===== config.mk =====
export PLATFORM = sky130hd
export DESIGN_NAME = fir_mac_scheduler
export DESIGN_NICKNAME = d
export VERILOG_FILES = /design/src/rtl/fir_mac_scheduler.sv
export SDC_FILE = /design/constraint.sdc
export NUM_CORES = 1
export LEC_CHECK = 0
export CAP_MARGIN = 20
export CORE_MARGIN = 2
export CORE_UTILIZATION = 50
export CTS_BUF_LIST = sky130_fd_sc_hd__clkbuf_4 sky130_fd_sc_hd__clkbuf_8 sky130_fd_sc_hd__clkbuf_16
export DETAILED_ROUTE_END_ITERATION = 10
export GPL_ROUTABILITY_DRIVEN = 0
export PLACE_DENSITY = 0.83
export SLEW_MARGIN = 10
export SYNTH_ARGS = -nofsm -noshare
export SYNTH_HDL_FRONTEND = slang
export SYNTH_SLANG_ARGS = --single-unit

===== constraint.sdc =====
create_clock -name clk -period 5.55 [get_ports clk]
set_clock_uncertainty 0.05 [all_clocks]
set_input_delay 1.11 -clock clk [delete_from_list [all_inputs] [get_ports clk]]
set_output_delay 1.11 -clock clk [all_outputs]
set_load 0.02 [all_outputs]

===== src/rtl/fir_mac_scheduler.sv =====
// rtl/fir_mac_scheduler.sv - time-multiplexed FIR: one signed MAC sequenced over N taps per sample
// Optional macro FIR_SCHED_SAT_EN: saturate (rather than wrap) when OUT_W < ACC_W.
module fir_mac_scheduler #(
  parameter  int N      = 4,
  parameter  int WIDTH  = 8,
  parameter  int CWIDTH = 8,
  parameter  int OUT_W  = 20,
  localparam int ADDR_W = (N > 1) ? $clog2(N) : 1,
  localparam int ACC_W  = WIDTH + CWIDTH + $clog2(N)
) (
  input  logic                     clk,
  input  logic                     rst,
  input  logic                     in_valid,
  output logic                     in_ready,
  input  logic signed [WIDTH-1:0]  in_sample,
  output logic                     out_valid,
  input  logic                     out_ready,
  output logic signed [OUT_W-1:0]  out_sample,
  input  logic                     coef_we,
  input  logic [ADDR_W-1:0]        coef_addr,
  input  logic signed [CWIDTH-1:0] coef_data,
  output logic                     busy
);

  typedef enum logic [1:0] {IDLE, MAC, OUT} state_t;

  state_t                          state_q;
  logic signed [WIDTH-1:0]         x_q    [N];
  logic signed [CWIDTH-1:0]        coef_q [N];
  logic [ADDR_W-1:0]               tap_q;
  logic signed [ACC_W-1:0]         acc_q;
  logic signed [ACC_W-1:0]         acc_d;
  logic signed [WIDTH+CWIDTH-1:0]  prod;
  logic signed [OUT_W-1:0]         result_d;

  assign prod  = x_q[tap_q] * coef_q[tap_q];
  assign acc_d = acc_q + ACC_W'(prod);

  // Final sum narrowed to the output width; only the narrowing case needs a policy.
  generate
    if (OUT_W >= ACC_W) begin : g_extend
      assign result_d = OUT_W'(acc_d);
    end else begin : g_narrow
`ifdef FIR_SCHED_SAT_EN
      localparam logic signed [ACC_W-1:0] SAT_MAX = {{(ACC_W-OUT_W+1){1'b0}}, {(OUT_W-1){1'b1}}};
      localparam logic signed [ACC_W-1:0] SAT_MIN = {{(ACC_W-OUT_W+1){1'b1}}, {(OUT_W-1){1'b0}}};
      assign result_d = (acc_d > SAT_MAX) ? SAT_MAX[OUT_W-1:0] :
                        (acc_d < SAT_MIN) ? SAT_MIN[OUT_W-1:0] : acc_d[OUT_W-1:0];
`else
      assign result_d = acc_d[OUT_W-1:0];
`endif
    end
  endgenerate

  assign in_ready = (state_q == IDLE);
  assign busy     = (state_q != IDLE);

  always_ff @(posedge clk or posedge rst) begin
    if (rst) begin
      state_q    <= IDLE;
      tap_q      <= '0;
      acc_q      <= '0;
      out_valid  <= 1'b0;
      out_sample <= '0;
      for (int k = 0; k < N; k++) begin
        x_q[k]    <= '0;
        coef_q[k] <= CWIDTH'(1);
      end
    end else begin
      // Coefficients are frozen while the MAC walks the taps.
      if (coef_we && state_q != MAC && int'(coef_addr) < N)
        coef_q[coef_addr] <= coef_data;

      case (state_q)
        IDLE: begin
          if (in_valid) begin
            x_q[0] <= in_sample;
            for (int k = 1; k < N; k++)
              x_q[k] <= x_q[k-1];
            acc_q   <= '0;
            tap_q   <= '0;
            state_q <= MAC;
          end
        end
        MAC: begin
          acc_q <= acc_d;
          tap_q <= tap_q + ADDR_W'(1);
          if (tap_q == ADDR_W'(N-1)) begin
            out_sample <= result_d;
            out_valid  <= 1'b1;
            tap_q      <= '0;
            state_q    <= OUT;
          end
        end
        OUT: begin
          if (out_ready) begin
            out_valid <= 1'b0;
            state_q   <= IDLE;
          end
        end
        default: state_q <= IDLE;
      endcase
    end
  end

endmodule

==> results of run 1 <==
-- worst max-delay path: stages (launching register included) --
cell and delay [ps]:
dfrtp_2 440, buf_6 130, buf_6 90, mux4_2 550, and2_4 210, inv_1 90
fa_1 410, inv_2 80, fa_1 440, fa_1 590, fa_2 480, fa_2 590
ha_4 220, a21oi_2 130, o22ai_2 140, or2_1 270, a311oi_2 280, xnor2_1 230
o21ai_1 120
-- layout by cell type, fill, tap and decap left out, drive strengths merged, types with 5 or more instances in the layout --
| cell type | Yosys | final |
|---|---|---|
| a21oi | 8 | 8 |
| and2 | 38 | 38 |
| buf | 9 | 90 |
| clkbuf | 12 | 10 |
| clkdlybuf4s50 | 0 | 45 |
| dfrtp | 101 | 101 |
| fa | 80 | 80 |
| ha | 43 | 43 |
| inv | 93 | 96 |
| mux2 | 65 | 65 |
| mux4 | 15 | 15 |
| nand2 | 67 | 67 |
| nand3 | 26 | 26 |
| nand4 | 5 | 5 |
| nor2 | 12 | 12 |
| o21ai | 20 | 20 |
| o31ai | 8 | 8 |
| xnor2 | 8 | 8 |
| xor2 | 6 | 6 |
-- layout make-up --
class	instances	area (µm²)	share of cell area
Clock buffer	9	225.2	0.02346
Clock inverter	6	48.80	0.005084
Inverter	93	351.6	0.03663
Multi-Input combinational cell	437	4827	0.5029
Sequential cell	105	2634	0.2744
Tap cell	188	235.2	0.02451
Timing Repair Buffer	136	1276	0.1330
-- stage by stage --
step                area [µm²]  hold WS [ps]
floorplan                 7621         416.6
global placement          8641         413.4
detailed placement        8661         412.1
CTS                       9153         438.9
global route              9598         464.4
finish                    9598         435.2
-- registers in the layout (all words and copies together) (netlist names) --
name        count
out_sample     18
out_valid       1
tap_q           2
x_q            32
coef_q         32
state_q         2
acc_q          18
-- cell families (layout without fill, tap and decap cells) --
kind of cell    Yosys count  count (layout)
buf+inv                 114             244
compound gates           55              55
simple gates            164             164
mux                      81              81
xor+xnor                 14              14
flops                   105             105
fa+ha+maj               123             123
-- what timing repair did --
| item | in CTS | in global routing |
|---|---|---|
| hold buffers | 0 | 0 |
| gates cloned | 0 | 1 |
| setup endpoints to repair | 19 | 18 |
| resized for setup | 29 | 56 |
| pin swaps | 34 | 66 |
| setup buffers | 11 | 25 |
-- metal layers --
layer	track usage	vias up	wire length (µm)
met5	0	-	0
met4	0.08016	0	589
met3	0.04439	61	1073
met2	0.4096	241	10450
met1	0.2776	2859	7243
li1	-	2405	-
-- how the worst max path moves through the flow --
stage / end
final: acc_q[17]
after CTS: out_sample[17]
after global routing: acc_q[17]
after detailed placement: out_sample[17]
after floorplan: acc_q[17]
after global placement: out_sample[17]
==> impl_summary.md, run 1 <==
Yosys
Ranked by total cell area, the synthesized netlist is headed by dfrtp_1, fa_1, mux2_2. The multiplexer fraction of the synthesized cell area is 0.1419. The net count after synthesis is 802. Of the total synthesized cell area, the portion taken by XOR and XNOR cells is 0.01611.

In this run the cell area of the synthesized design comes to 7610 µm². The cell taking the most area after synthesis is dfrtp_1. The post-synthesis simple-gate area fraction is 0.1057. The share of synthesized area in the top cell type comes to 0.3321. The number of flops mapped to enable cells by yosys is 0. The mean cell area of the mapped netlist is 11.60 µm². In the synthesized netlist, the cells that appear most often are dfrtp_1, inv_1, fa_1.

For this run, the number of Yosys warnings is 0. Of the total synthesized cell area, the portion taken by full adders, half adders and majority gates is 0.2812. Synthesis produced a netlist whose cell count is 656.

Yosys instantiated no cell more often than dfrtp_1. The fraction of the mapped netlist area in compound gates is 0.05031. The largest family of logic cells by synthesized area is adder cells. The count of distinct cell types in the synthesized netlist is 47. The sequential fraction of the synthesis area is 0.3459. Among all flip-flop cells after synthesis, the most frequent one is dfrtp_1. Of all flip-flops after synthesis, the portion carrying an async set or reset was 1.000.

The number of flip-flops and latches in the synthesized netlist is 105.

Placement
The number of cells in the design after placement is 924. The HPWL after detailed placement is 12.29 mm. Before CTS, the worst setup slack after placement is -263.7 ps. In this run the tool buffered the top-level ports with 45 buffer cells.

Routing
The routed layout has 5566 vias. The final routed DRC violation total is 0. The final routed wire length divided by cell count is 19.88 µm. The final wirelength is 19.36 mm. The count of nets left with antenna violations once routing finished came out at 0. For this run, the detailed router's first-pass iteration total came to 5.

The number of DRC markers after the initial detailed-route iteration is 295. After detailed routing, the number of vias per cell comes to 5.715.

Clocking
The CTS root buffer is clkbuf_16. In this run, CTS created clock tree buffers numbering 9. The H-tree generated during clock tree synthesis spans 3 levels.

The maximum count of clock buffers along a single path is 2. The clock-pin slew of the registers on the worst-case setup and hold paths is 80 ps. The clock tree from TritonCTS is yes. The tree built by TritonCTS fans out to 105 sinks. Clock latency on the worst-skew pair, taken at its later pin, is 360 ps.

Global routing
The initial antenna violation count is 0. The remaining global-route overflow is 0. The first-pass GRT wire length is 29.06 mm. The pin count of the biggest net entering global routing is 66. The number of global-route vias before repair came to 5922. Across every metal layer, demand over resource in global routing totals 0.2291.

Min path
The startpoint identified for the worst hold timing path is out_sample[8]. The path class of the tightest hold or removal check is reg2reg. The number of cells on the worst hold path is 2.

The hold-critical path endpoint is out_sample[8].

STA
Setup repair after global routing could not meet its margin everywhere. The clock period minus final worst setup slack is 5690 ps. For the pin with the worst max-slew slack, the measured transition is 808.0 ps. The final-report hold violation count came to 0. In this run the tightest slew margin relative to its limit is 0.4613.

Across all setup checks in the final design, the least slack found is -140.3 ps. Setup violations remaining at the end of the flow were counted as 6. For this run, the top clock speed supported by timing is 175.7 MHz. The max-slew violation total from the final report is 0.

The total negative slack for setup checks is -361.4 ps. The part of the cycle the worst path needs is 1.025.

Critical path
Tracing the worst setup path back leads to its startpoint at tap_q[0]. For the worst setup path, the data required time is 5730 ps. The worst setup path is launched from a flip-flop. In this run the critical register-to-register path is captured at acc_q[17]. The worst register-to-register path begins at tap_q[0]. Data on the critical path arrives at its endpoint at 5870 ps. The depth of the most critical reg-to-reg path is 18.

For flop-to-flop paths, the worst setup slack is -140 ps. The critical-path maximum fanout is 4. The type of element capturing the critical path is a flip-flop. The critical path class is reg2reg.

Die
The die covers 16220 µm². In this run the count of I/O pins placed on the die edge is 46. The core region is 15030 µm². The floorplan has 45 rows.

The die boundary height is 127.4 µm. The starting density of the core is 0.5062. In this run the horizontal extent of the chip is 127.4 µm.

Finish
The antenna diode count is 0. Compared with the post-synthesis result, the final layout area differs by 26.13%. The total of fill cells in the finished design is 963. Excluding fillers, the count of instances in the completed layout stands at 974. In the final layout, the share of cells above drive strength 1 is 0.3308. At the end of the flow the core is filled with cells to 0.6385. The net count of the finished layout is 928.

Run
The number of max-cap violations is 0.

Status
The flow ran to the end, but the final reports show violations. The checks that failed: negative setup slack.
Power of run 1 is not shown: default switching activity piles up to over one toggle a cycle in this logic, so the estimate is an artifact.
==> run 2, diff against run 1 <==
--- a/config.mk
+++ b/config.mk
@@ -7,11 +7,11 @@
 export LEC_CHECK = 0
 export CAP_MARGIN = 20
 export CORE_MARGIN = 2
-export CORE_UTILIZATION = 50
+export CORE_UTILIZATION = 30
 export CTS_BUF_LIST = sky130_fd_sc_hd__clkbuf_4 sky130_fd_sc_hd__clkbuf_8 sky130_fd_sc_hd__clkbuf_16
 export DETAILED_ROUTE_END_ITERATION = 10
-export GPL_ROUTABILITY_DRIVEN = 0
-export PLACE_DENSITY = 0.83
+export DONT_BUFFER_PORTS = 1
+export PLACE_DENSITY = 0.56
 export SLEW_MARGIN = 10
 export SYNTH_ARGS = -nofsm -noshare
 export SYNTH_HDL_FRONTEND = slang
==> run 2 against run 1 <==
The flow now finishes without violations; largest cell class unchanged; count of clock-buffer cells in the layout unchanged; critical endpoint is now acc_q[15]; final area decreased by 4.4%; core utilization decreased by 27 points; hold slack improved by 18 ps; worst setup slack improved by 220 ps; die area increased by 64%.
==> impl_summary.md, run 2 (same netlist as run 1, synthesis figures left out) <==
Global routing
Entering global routing, the biggest net connects 59 pins. The total overflow left after global routing is 0. The first global-routing pass estimated 27.84 mm of wire. The number of global-route vias before repair was 5309. The initial antenna violation count is 0. The total global routing track utilization is 0.1336.

Die
The row count is 58. Measured along the y axis, the die boundary spans 163.3 µm. For this design the top-level I/O count stands at 46. The region available for standard cell placement spans 25040 µm². The horizontal extent of the die is 163.3 µm. For this configuration, the core starts out at a cell density of 0.3039. The die area is 26660 µm².

Finish
In the final layout, the registers with the most flip-flops are coef_q: 32 flops, x_q: 32 flops. The library cells used most frequently in the layout, excluding fill and tap cells, are dfrtp_1, inv_1, fa_1. The library cell used most frequently in the layout, excluding fill and tap cells, is dfrtp_1.

Of the cells placed in the final design, the portion with a size suffix greater than 1 is 0.3425. The net total in the final layout is 865. Relative to the synthesized area, the layout overhead comes to 20.59%. The repair_antennas step left the layout with diodes totalling 0. Counting the fill cells in the layout gives 2433.

For this run, the number of standard cells in the final layout without fillers is 1054.

Critical path
The type of element capturing the critical path is a flip-flop. The critical path launch point is tap_q[0]. Along the worst path, the maximum fanout reaches 9. The reg2reg setup slack is 80 ps.

STA puts the critical path data arrival time at 5660 ps. The startpoint class of the critical path is a flip-flop. By startpoint and endpoint, the worst setup path is classified as reg2reg. The required arrival time at the worst endpoint is 5740 ps. The most critical setup path has its endpoint at acc_q[15]. The depth of the most critical reg-to-reg path is 16. The startpoint of the most critical register-to-register path is tap_q[0]. The worst register-to-register path ends at acc_q[15].

STA
The final-report hold violation count is 0. The setup violation total in the final timing report is 0. The worst-case headroom to the max-slew limit is 0.3564. The part of the cycle the worst path needs is 0.9852. Setup repair after global routing could not meet its margin everywhere. The setup slack after layout is 82.02 ps. The post-route worst hold slack is 453.1 ps. The max-slew violation total from the final report is 0.

The clock period minus final worst setup slack is 5468 ps. Static timing analysis puts the maximum clock frequency at 182.9 MHz. The slew at the pin closest to its max-slew limit is 963.4 ps.

Routing
In the routed layout, each cell is associated on average with a via count of 4.570. The number of DRC markers after the initial detailed-route iteration is 207. The first detailed-routing pass ran for 4 iterations. The final routed DRC violation total is 0. The final routed wire length divided by cell count is 15.76 µm.

The detail route stage leaves a number of antenna-violating nets equal to 0. After detailed routing, the total wire length is 16.61 mm. The routed layout has 4817 vias.

Clocking
The clock-pin slew of the registers on the worst-case setup and hold paths is 80 ps. The clock latency of the later-clocked register in the worst-skew pair is 370 ps. The total number of clock tree sinks is 105. The longest clock path from root to sink contains 2 buffers. The number of buffers inserted for hold repair after clock tree synthesis is 0. The clock tree from TritonCTS is yes. The clock tree synthesis step divided the H-tree into 3 levels. Counting the buffers created by CTS gives 9. The CTS root buffer is clkbuf_16.

Min path
The number of cells on the worst hold path is 1. The worst hold path belongs to the class reg2reg.

Placement
The placer congestion estimate is 0.7914. Buffers placed on the I/O ports in this run total 0. The number of cells in the design after placement is 1026.

The final HPWL from detailed placement is 12.66 mm. Before CTS, the worst setup slack after placement is -88.84 ps.

Run
Across the run, the number of max-cap violations was 0.

Status
The flow ran to the end, and the final reports show no timing, DRC or antenna violations.
[run 2: cell types whose count changed in the layout (fill, tap and decap cells not counted), moves of 3 or more]
cell,before,now
buf_4,67,60
o21ai_1,6,3
buf_6,18,9
clkdlybuf4s50_1,45,0
and2_4,7,12
and2_1,31,25
[run 2: worst max-delay path: stages (launching register included)]
cell,delay (ps)
dfrtp_1,410
buf_6,150
mux4_2,560
and2_2,320
buf_4,170
fa_1,410
fa_1,480
fa_2,620
fa_1,470
ha_4,300
ha_4,190
o21a_1,190
o211ai_1,270
o21ba_4,210
o211ai_1,240
and3_1,250
o31ai_2,70
[run 2: layout make-up]
| class | instances | area (µm²) | share of cell area |
|---|---|---|---|
| Multi-Input combinational cell | 437 | 4832 | 0.5266 |
| Sequential cell | 105 | 2633 | 0.2869 |
| Clock buffer | 9 | 225.2 | 0.02454 |
| Inverter | 93 | 354.1 | 0.03859 |
| Tap cell | 330 | 412.9 | 0.04500 |
| Clock inverter | 7 | 107.6 | 0.01173 |
| Timing Repair Buffer | 73 | 611.8 | 0.06668 |
[run 2: repair_timing]
item / CTS / global route
pin swaps: 15 / 57
setup endpoints to repair: 11 / 16
setup buffers: 7 / 4
cloned: 1 / 0
resized for setup: 17 / 64
[run 2: routing by layer]
metal / vias up / part of all wire / GRT usage
met3: 14 / 0.025 / 0.02666
met5: - / 0 / 0
met1: 2480 / 0.45 / 0.1695
li1: 2283 / - / -
met2: 40 / 0.52 / 0.2361
met4: 0 / 0.010 / 0.02776
[run 2: worst min-delay path by stage]
| stage | to | startpoint |
|---|---|---|
| 3_3_place_gp | x_q[0] | x_q[0] |
| 2_1_floorplan | acc_q[2] | acc_q[2] |
| 5_1_grt | x_q[5] | x_q[5] |
| 3_5_place_dp | x_q[0] | x_q[0] |
| 4_1_cts | x_q[5] | x_q[5] |
| 6_report | x_q[0] | x_q[0] |
[run 2: metrics by stage]
stage,utilization,area [µm²],setup TNS (ps)
4_1_cts,0.3538,8859,0
6_report,0.3665,9176,0
5_1_grt,0.3665,9176,-518.4
3_5_place_dp,0.3355,8401,-331.5
2_1_floorplan,-,7621,0
3_3_place_gp,0.3355,8401,-63.80
Power of run 2 is left out for the same reason.
